==> config.mk <==
export PLATFORM = sky130hd
export DESIGN_NAME = regfile_mp
export DESIGN_NICKNAME = d
export VERILOG_FILES = /design/src/rtl/regfile_pkg.sv /design/src/rtl/regfile_init_seq.sv /design/src/rtl/regfile_mp.sv
export SDC_FILE = /design/constraint.sdc
export NUM_CORES = 2
export LEC_CHECK = 0
export CAP_MARGIN = 20
export CORE_AREA = 2 2 276 278
export DETAILED_ROUTE_END_ITERATION = 8
export DIE_AREA = 0 0 278 280
export MAX_ROUTING_LAYER = met4
export PLACE_DENSITY = 0.58
export SKIP_LAST_GASP = 1
export SYNTH_ARGS = -nofsm -noshare
export SYNTH_HDL_FRONTEND = slang
export SYNTH_SLANG_ARGS = --single-unit
==> constraint.sdc <==
create_clock -name clk -period 2.2 [get_ports clk]
set_input_delay 0.33 -clock clk [delete_from_list [all_inputs] [get_ports clk]]
set_output_delay 0.33 -clock clk [all_outputs]
set_load 0.05 [all_outputs]
==> src/rtl/regfile_pkg.sv <==
// Shared types and helpers for the multi-port register file.
// Used by regfile_mp and regfile_init_seq.
package regfile_pkg;

  typedef enum logic {
    INIT = 1'b0,
    RUN  = 1'b1
  } state_t;

  // Widest register supported by byte_merge; callers zero-extend narrower words.
  localparam int unsigned MAX_DATA_W = 256;
  localparam int unsigned MAX_BE_W   = MAX_DATA_W / 8;

  // Address width for a given depth, never narrower than one bit.
  function automatic int unsigned addr_w(input int unsigned depth);
    return (depth > 2) ? unsigned'($clog2(depth)) : 32'd1;
  endfunction

  // Replace each byte of old_v whose enable is set with the matching byte of data_v.
  function automatic logic [MAX_DATA_W-1:0] byte_merge(
    input logic [MAX_DATA_W-1:0] old_v,
    input logic [MAX_DATA_W-1:0] data_v,
    input logic [MAX_BE_W-1:0]   be
  );
    logic [MAX_DATA_W-1:0] r;
    r = old_v;
    for (int unsigned b = 0; b < MAX_BE_W; b++) begin
      if (be[b]) r[b*8 +: 8] = data_v[b*8 +: 8];
    end
    return r;
  endfunction

endpackage

==> src/rtl/regfile_init_seq.sv <==
// Post-reset init sequencer: walks every register address once, asking the
// array to clear it, then holds RUN (ready) until the next reset.
module regfile_init_seq
  import regfile_pkg::*;
#(
  parameter int unsigned DEPTH  = 16,
  parameter int unsigned ADDR_W = addr_w(DEPTH)
) (
  input  logic              clk_i,
  input  logic              rst_ni,
  output logic              init_we_o,
  output logic [ADDR_W-1:0] init_addr_o,
  output logic              ready_o
);

  state_t            state_q, state_d;
  logic [ADDR_W-1:0] cnt_q, cnt_d;

  // State and clear-counter registers.
  always_ff @(posedge clk_i or negedge rst_ni) begin
    if (!rst_ni) begin
      state_q <= INIT;
      cnt_q   <= '0;
    end else begin
      state_q <= state_d;
      cnt_q   <= cnt_d;
    end
  end

  // Next state: one register cleared per cycle, leave INIT after the last one.
  always_comb begin
    state_d   = state_q;
    cnt_d     = cnt_q;
    init_we_o = 1'b0;
    ready_o   = 1'b0;
    unique case (state_q)
      INIT: begin
        init_we_o = 1'b1;
        cnt_d     = cnt_q + 1'b1;
        if (cnt_q == ADDR_W'(DEPTH - 1)) state_d = RUN;
      end
      RUN: begin
        ready_o = 1'b1;
      end
      default: state_d = INIT;
    endcase
  end

  assign init_addr_o = cnt_q;

endmodule

==> src/rtl/regfile_mp.sv <==
// Parametrised multi-port register file: NUM_RD combinational read ports,
// two byte-enabled write ports (port 1 wins per byte on a same-address
// conflict), optional hard-wired zero register, self-clearing after reset.
// Optional write-through forwarding is compiled in with `define REGFILE_BYPASS_EN.
module regfile_mp
  import regfile_pkg::*;
#(
  parameter  int unsigned DATA_W   = 32,
  parameter  int unsigned DEPTH    = 16,
  parameter  int unsigned NUM_RD   = 2,
  parameter  int unsigned ZERO_REG = 0,
  localparam int unsigned ADDR_W   = addr_w(DEPTH),
  localparam int unsigned BE_W     = DATA_W / 8
) (
  input  logic                     clk,
  input  logic                     rst_n,
  input  logic [NUM_RD*ADDR_W-1:0] rd_addr,
  output logic [NUM_RD*DATA_W-1:0] rd_data,
  input  logic                     wr0_en,
  input  logic [ADDR_W-1:0]        wr0_addr,
  input  logic [DATA_W-1:0]        wr0_data,
  input  logic [BE_W-1:0]          wr0_be,
  input  logic                     wr1_en,
  input  logic [ADDR_W-1:0]        wr1_addr,
  input  logic [DATA_W-1:0]        wr1_data,
  input  logic [BE_W-1:0]          wr1_be,
  output logic                     ready
);

  logic [DATA_W-1:0] mem_q [DEPTH];
  logic [DATA_W-1:0] mem_d [DEPTH];

  logic              init_we;
  logic [ADDR_W-1:0] init_addr;
  logic              ready_w;
  logic              wr0_ok, wr1_ok;
  logic [BE_W-1:0]   be0_eff, be1_eff;

  regfile_init_seq #(
    .DEPTH  (DEPTH),
    .ADDR_W (ADDR_W)
  ) u_init_seq (
    .clk_i       (clk),
    .rst_ni      (rst_n),
    .init_we_o   (init_we),
    .init_addr_o (init_addr),
    .ready_o     (ready_w)
  );

  assign ready = ready_w;

  function automatic logic [DATA_W-1:0] merge_w(
    input logic [DATA_W-1:0] old_v,
    input logic [DATA_W-1:0] data_v,
    input logic [BE_W-1:0]   be
  );
    return DATA_W'(byte_merge(MAX_DATA_W'(old_v), MAX_DATA_W'(data_v), MAX_BE_W'(be)));
  endfunction

  // Writes count only in RUN and never land on a hard-wired zero register;
  // folding that into the byte enables lets writes and bypass share one path.
  assign wr0_ok  = ready_w & wr0_en & ~((ZERO_REG != 0) & (wr0_addr == '0));
  assign wr1_ok  = ready_w & wr1_en & ~((ZERO_REG != 0) & (wr1_addr == '0));
  assign be0_eff = wr0_ok ? wr0_be : '0;
  assign be1_eff = wr1_ok ? wr1_be : '0;

  // Next array contents: init clear, else port 0 merge then port 1 merge on top.
  always_comb begin
    for (int unsigned a = 0; a < DEPTH; a++) begin
      mem_d[a] = mem_q[a];
      if (init_we && (init_addr == ADDR_W'(a))) begin
        mem_d[a] = '0;
      end else begin
        if (wr0_addr == ADDR_W'(a)) mem_d[a] = merge_w(mem_d[a], wr0_data, be0_eff);
        if (wr1_addr == ADDR_W'(a)) mem_d[a] = merge_w(mem_d[a], wr1_data, be1_eff);
      end
    end
  end

  // Array storage; contents are defined by the init sweep, not by reset.
  always_ff @(posedge clk) begin
    mem_q <= mem_d;
  end

  for (genvar i = 0; i < NUM_RD; i++) begin : g_rd
    logic [ADDR_W-1:0] ra;
    logic [DATA_W-1:0] rv;

    assign ra = rd_addr[i*ADDR_W +: ADDR_W];

    // Read mux with optional forwarding, zeroed during INIT and for register 0.
    always_comb begin
      rv = mem_q[ra];
`ifdef REGFILE_BYPASS_EN
      if (wr0_addr == ra) rv = merge_w(rv, wr0_data, be0_eff);
      if (wr1_addr == ra) rv = merge_w(rv, wr1_data, be1_eff);
`endif
      if (!ready_w || ((ZERO_REG != 0) && (ra == '0))) rv = '0;
    end

    assign rd_data[i*DATA_W +: DATA_W] = rv;
  end

endmodule

==> run metrics <==
Worst Setup Start Kind=flop; clock buffer depth=3; vias per cell=6.741; synthesized area=0.02965 mm²; RSZ-0062 raised after global routing=true; Clk Latency, worst-skew pair=640 ps; Max Clk Rate=0.3732 GHz; Avg Cell Area, Syn=11.16 µm²; setup violators final=64; kind of critical path=flop to output port; fin util=0.5340; drt drc=0; Async S/R FF share, synth=0.009671; wire length per cell=32.28 µm; Post-Synth Adder-Cell Area=0.001688; initial core utilization=0.3944; Hold Vio Cnt, Final=0; setup TNS=-24390 ps; Yosys top cell by area=dfxtp_1; total power=34.64 mW; outcome=finished with violations; Die Y=280 µm; Cell variety after synth=60; Final period util=1.218; most common cell after layout, fill and taps aside=mux2i_1; Rows=101; Crit path required time=1870 ps; Initial DRT Pass Iterations=5; Post-Synth Simple-Gate Area=0.06582; Die Wd=278 µm; post-synthesis compound-gate area fraction=0.1635; worst hold path class=input pin to flop; synth top area cells=dfxtp_1 (35%), mux2i_1 (20%), mux4_2 (16%); main combinational cell family by area after synthesis=multiplexers; xor/xnor share of the synthesized area=0.0008861; die footprint=0.07784 mm²; Primary FF master, synth=dfxtp_1; Final GP Congestion=0.9779; largest net degree at the start of global routing=30; final WL=132.9 mm; initial antenna violation count=1; fillcell total=6370; Pleak=17.38 nW; vias in the first global route=27810; synth-to-layout area growth=35.41%; CTS tree=yes; Worst R2R End=mem_q[6]$_SDFF_PP0_; via count=27760; Final Skew=24.42 ps; IO Port Bufs=156; Synth Instances=2658; flip-flop and latch area=0.01038 mm²; max_cap viols=0; All-Layer GR Usage=0.3426; Rel. slew slack=0.4323; mux share of post-synthesis cell area=0.3785; HPWL Detailed=91.79 mm; VDD IR max=0.0007487 V; total congestion overflow=0; PnR worst setup slack=-479.5 ps; Inserted Clock Buffers=59; core area=0.07519 mm²; DRT antenna net count=0; worst r2r src=u_init_seq.state_q$_DFF_PN0_; worst-margin pin slew=848.8 ps; net count after synthesis=2754; clock slew at reported path FFs=60 ps; worst min-delay path endpoint=mem_q[197]$_SDFF_PP0_; worst-path fanout max=7; Hold Crit Depth=3; area share of the largest cell type after synthesis=0.3457; CTS Sinks=517; Post-synth EDFFs=0; FF+latch count, synth=517; NumNets Final=3186; synth warn=0; I/O pins=157; max-slew violations=0; failing checks=negative setup slack; DR iter-0 viols=3190; first-pass GRT wire length=191.1 mm; R2R Setup Slk=30 ps; min-delay src=wr1_data[5]; CP Capture Type=output port; H-tree depth=2; PD cells=862.8 mW/mm²; critical path arrival=2350 ps; layout cells sized above 1=0.3572; root buffer cell=clkbuf_16; post-synthesis sequential area ratio=0.3499; area of the multi-input gates=0.01895 mm²; most frequent cells in the layout=mux2i_1 (595), dfxtp_1 (512), o22ai_1 (485); Register-to-Register Path Depth=7; post-layout minimum cycle time=2679 ps
worst max-delay path, cell delays in order (launching register included):
cell,delay (ps)
dfrtp_2,440
buf_6,190
and3_4,270
bufbuf_16,320
a22oi_1,80
buf_4,160
o21ai_2,90
buf_12,170
cells in the mapped netlist, drive strengths merged (8+ instances only):
master  instances
mux2           43
and3           10
nor2b          10
o22ai         486
dfxtp         512
nand3          32
buf           140
o221ai         10
mux2i         596
a21oi          54
mux4          212
nand2b         11
o21ai         138
nand2         138
and4bb          8
clkbuf        103
a22oi          49
nor2           30
through the flow:
stage	hold WS (ps)	instance area [µm²]	setup slack [ps]	std cells
after floorplan	34.41	29940	-65.28	2658
after global placement	509.1	37280	-768.7	3985
after detailed placement	531.7	37280	-689.7	3985
after CTS	341.2	39930	-452.2	4104
after global routing	393.0	40150	-497.1	4117
final	365.3	40150	-479.5	4118
final cells by class:
class                      count  share of cell area
sequential                   517              0.2584
multi-input combinational   1896              0.4718
antenna                        2           0.0001246
clock inverter                23            0.007509
clock buffer                  86             0.04228
timing repair buffer         614              0.1892
tap                          978             0.03047
inverter                       2           0.0001870
metal layers:
layer	track usage	share of wire
met1	0.4397	0.40
met5	-	0
met3	0.06995	0.10
met2	0.5134	0.44
met4	0.1733	0.057
flip-flops by register name (all words and copies together) (netlist names):
| signal | cells |
|---|---|
| u_init_seq.init_addr_o | 4 |
| mem_q | 512 |
| u_init_seq.state_q | 1 |
cells by family after synthesis:
kind of cell | after synthesis
AOI/OAI and AO/OA | 770
xor gates and xnor gates | 3
adders and majority gates | 4
buffers and inverters | 245
DFF | 517
muxes | 851
and+or+nand+nor | 268
power breakdown:
| group | total (mW) | internal (mW) | switching (mW) |
|---|---|---|---|
| logic | 10.9 | 5.60 | 5.26 |
| clock network | 10.4 | 6.14 | 4.26 |
| registers | 13.4 | 11.7 | 1.73 |
how the worst max path moves through the flow:
stage	startpoint	end	depth (start not counted)
5_1_grt	u_init_seq.state_q$_DFF_PN0_	rd_data[41]	9
3_5_place_dp	rd_addr[7]	rd_data[55]	6
3_3_place_gp	rd_addr[7]	rd_data[55]	6
6_report	u_init_seq.state_q$_DFF_PN0_	rd_data[9]	7
2_1_floorplan	rd_addr[1]	rd_data[28]	5
4_1_cts	u_init_seq.state_q$_DFF_PN0_	rd_data[60]	6
repair_timing:
action,CTS,global route
cloned,2,1
hold endpoints to repair,5,0
hold buffers,1,0
buffers inserted,7,11
gates resized for setup,108,24
endpoints found under the setup margin,64,197
pin swaps,16,8
No activity file was read; power rests on OpenSTA's default activity.
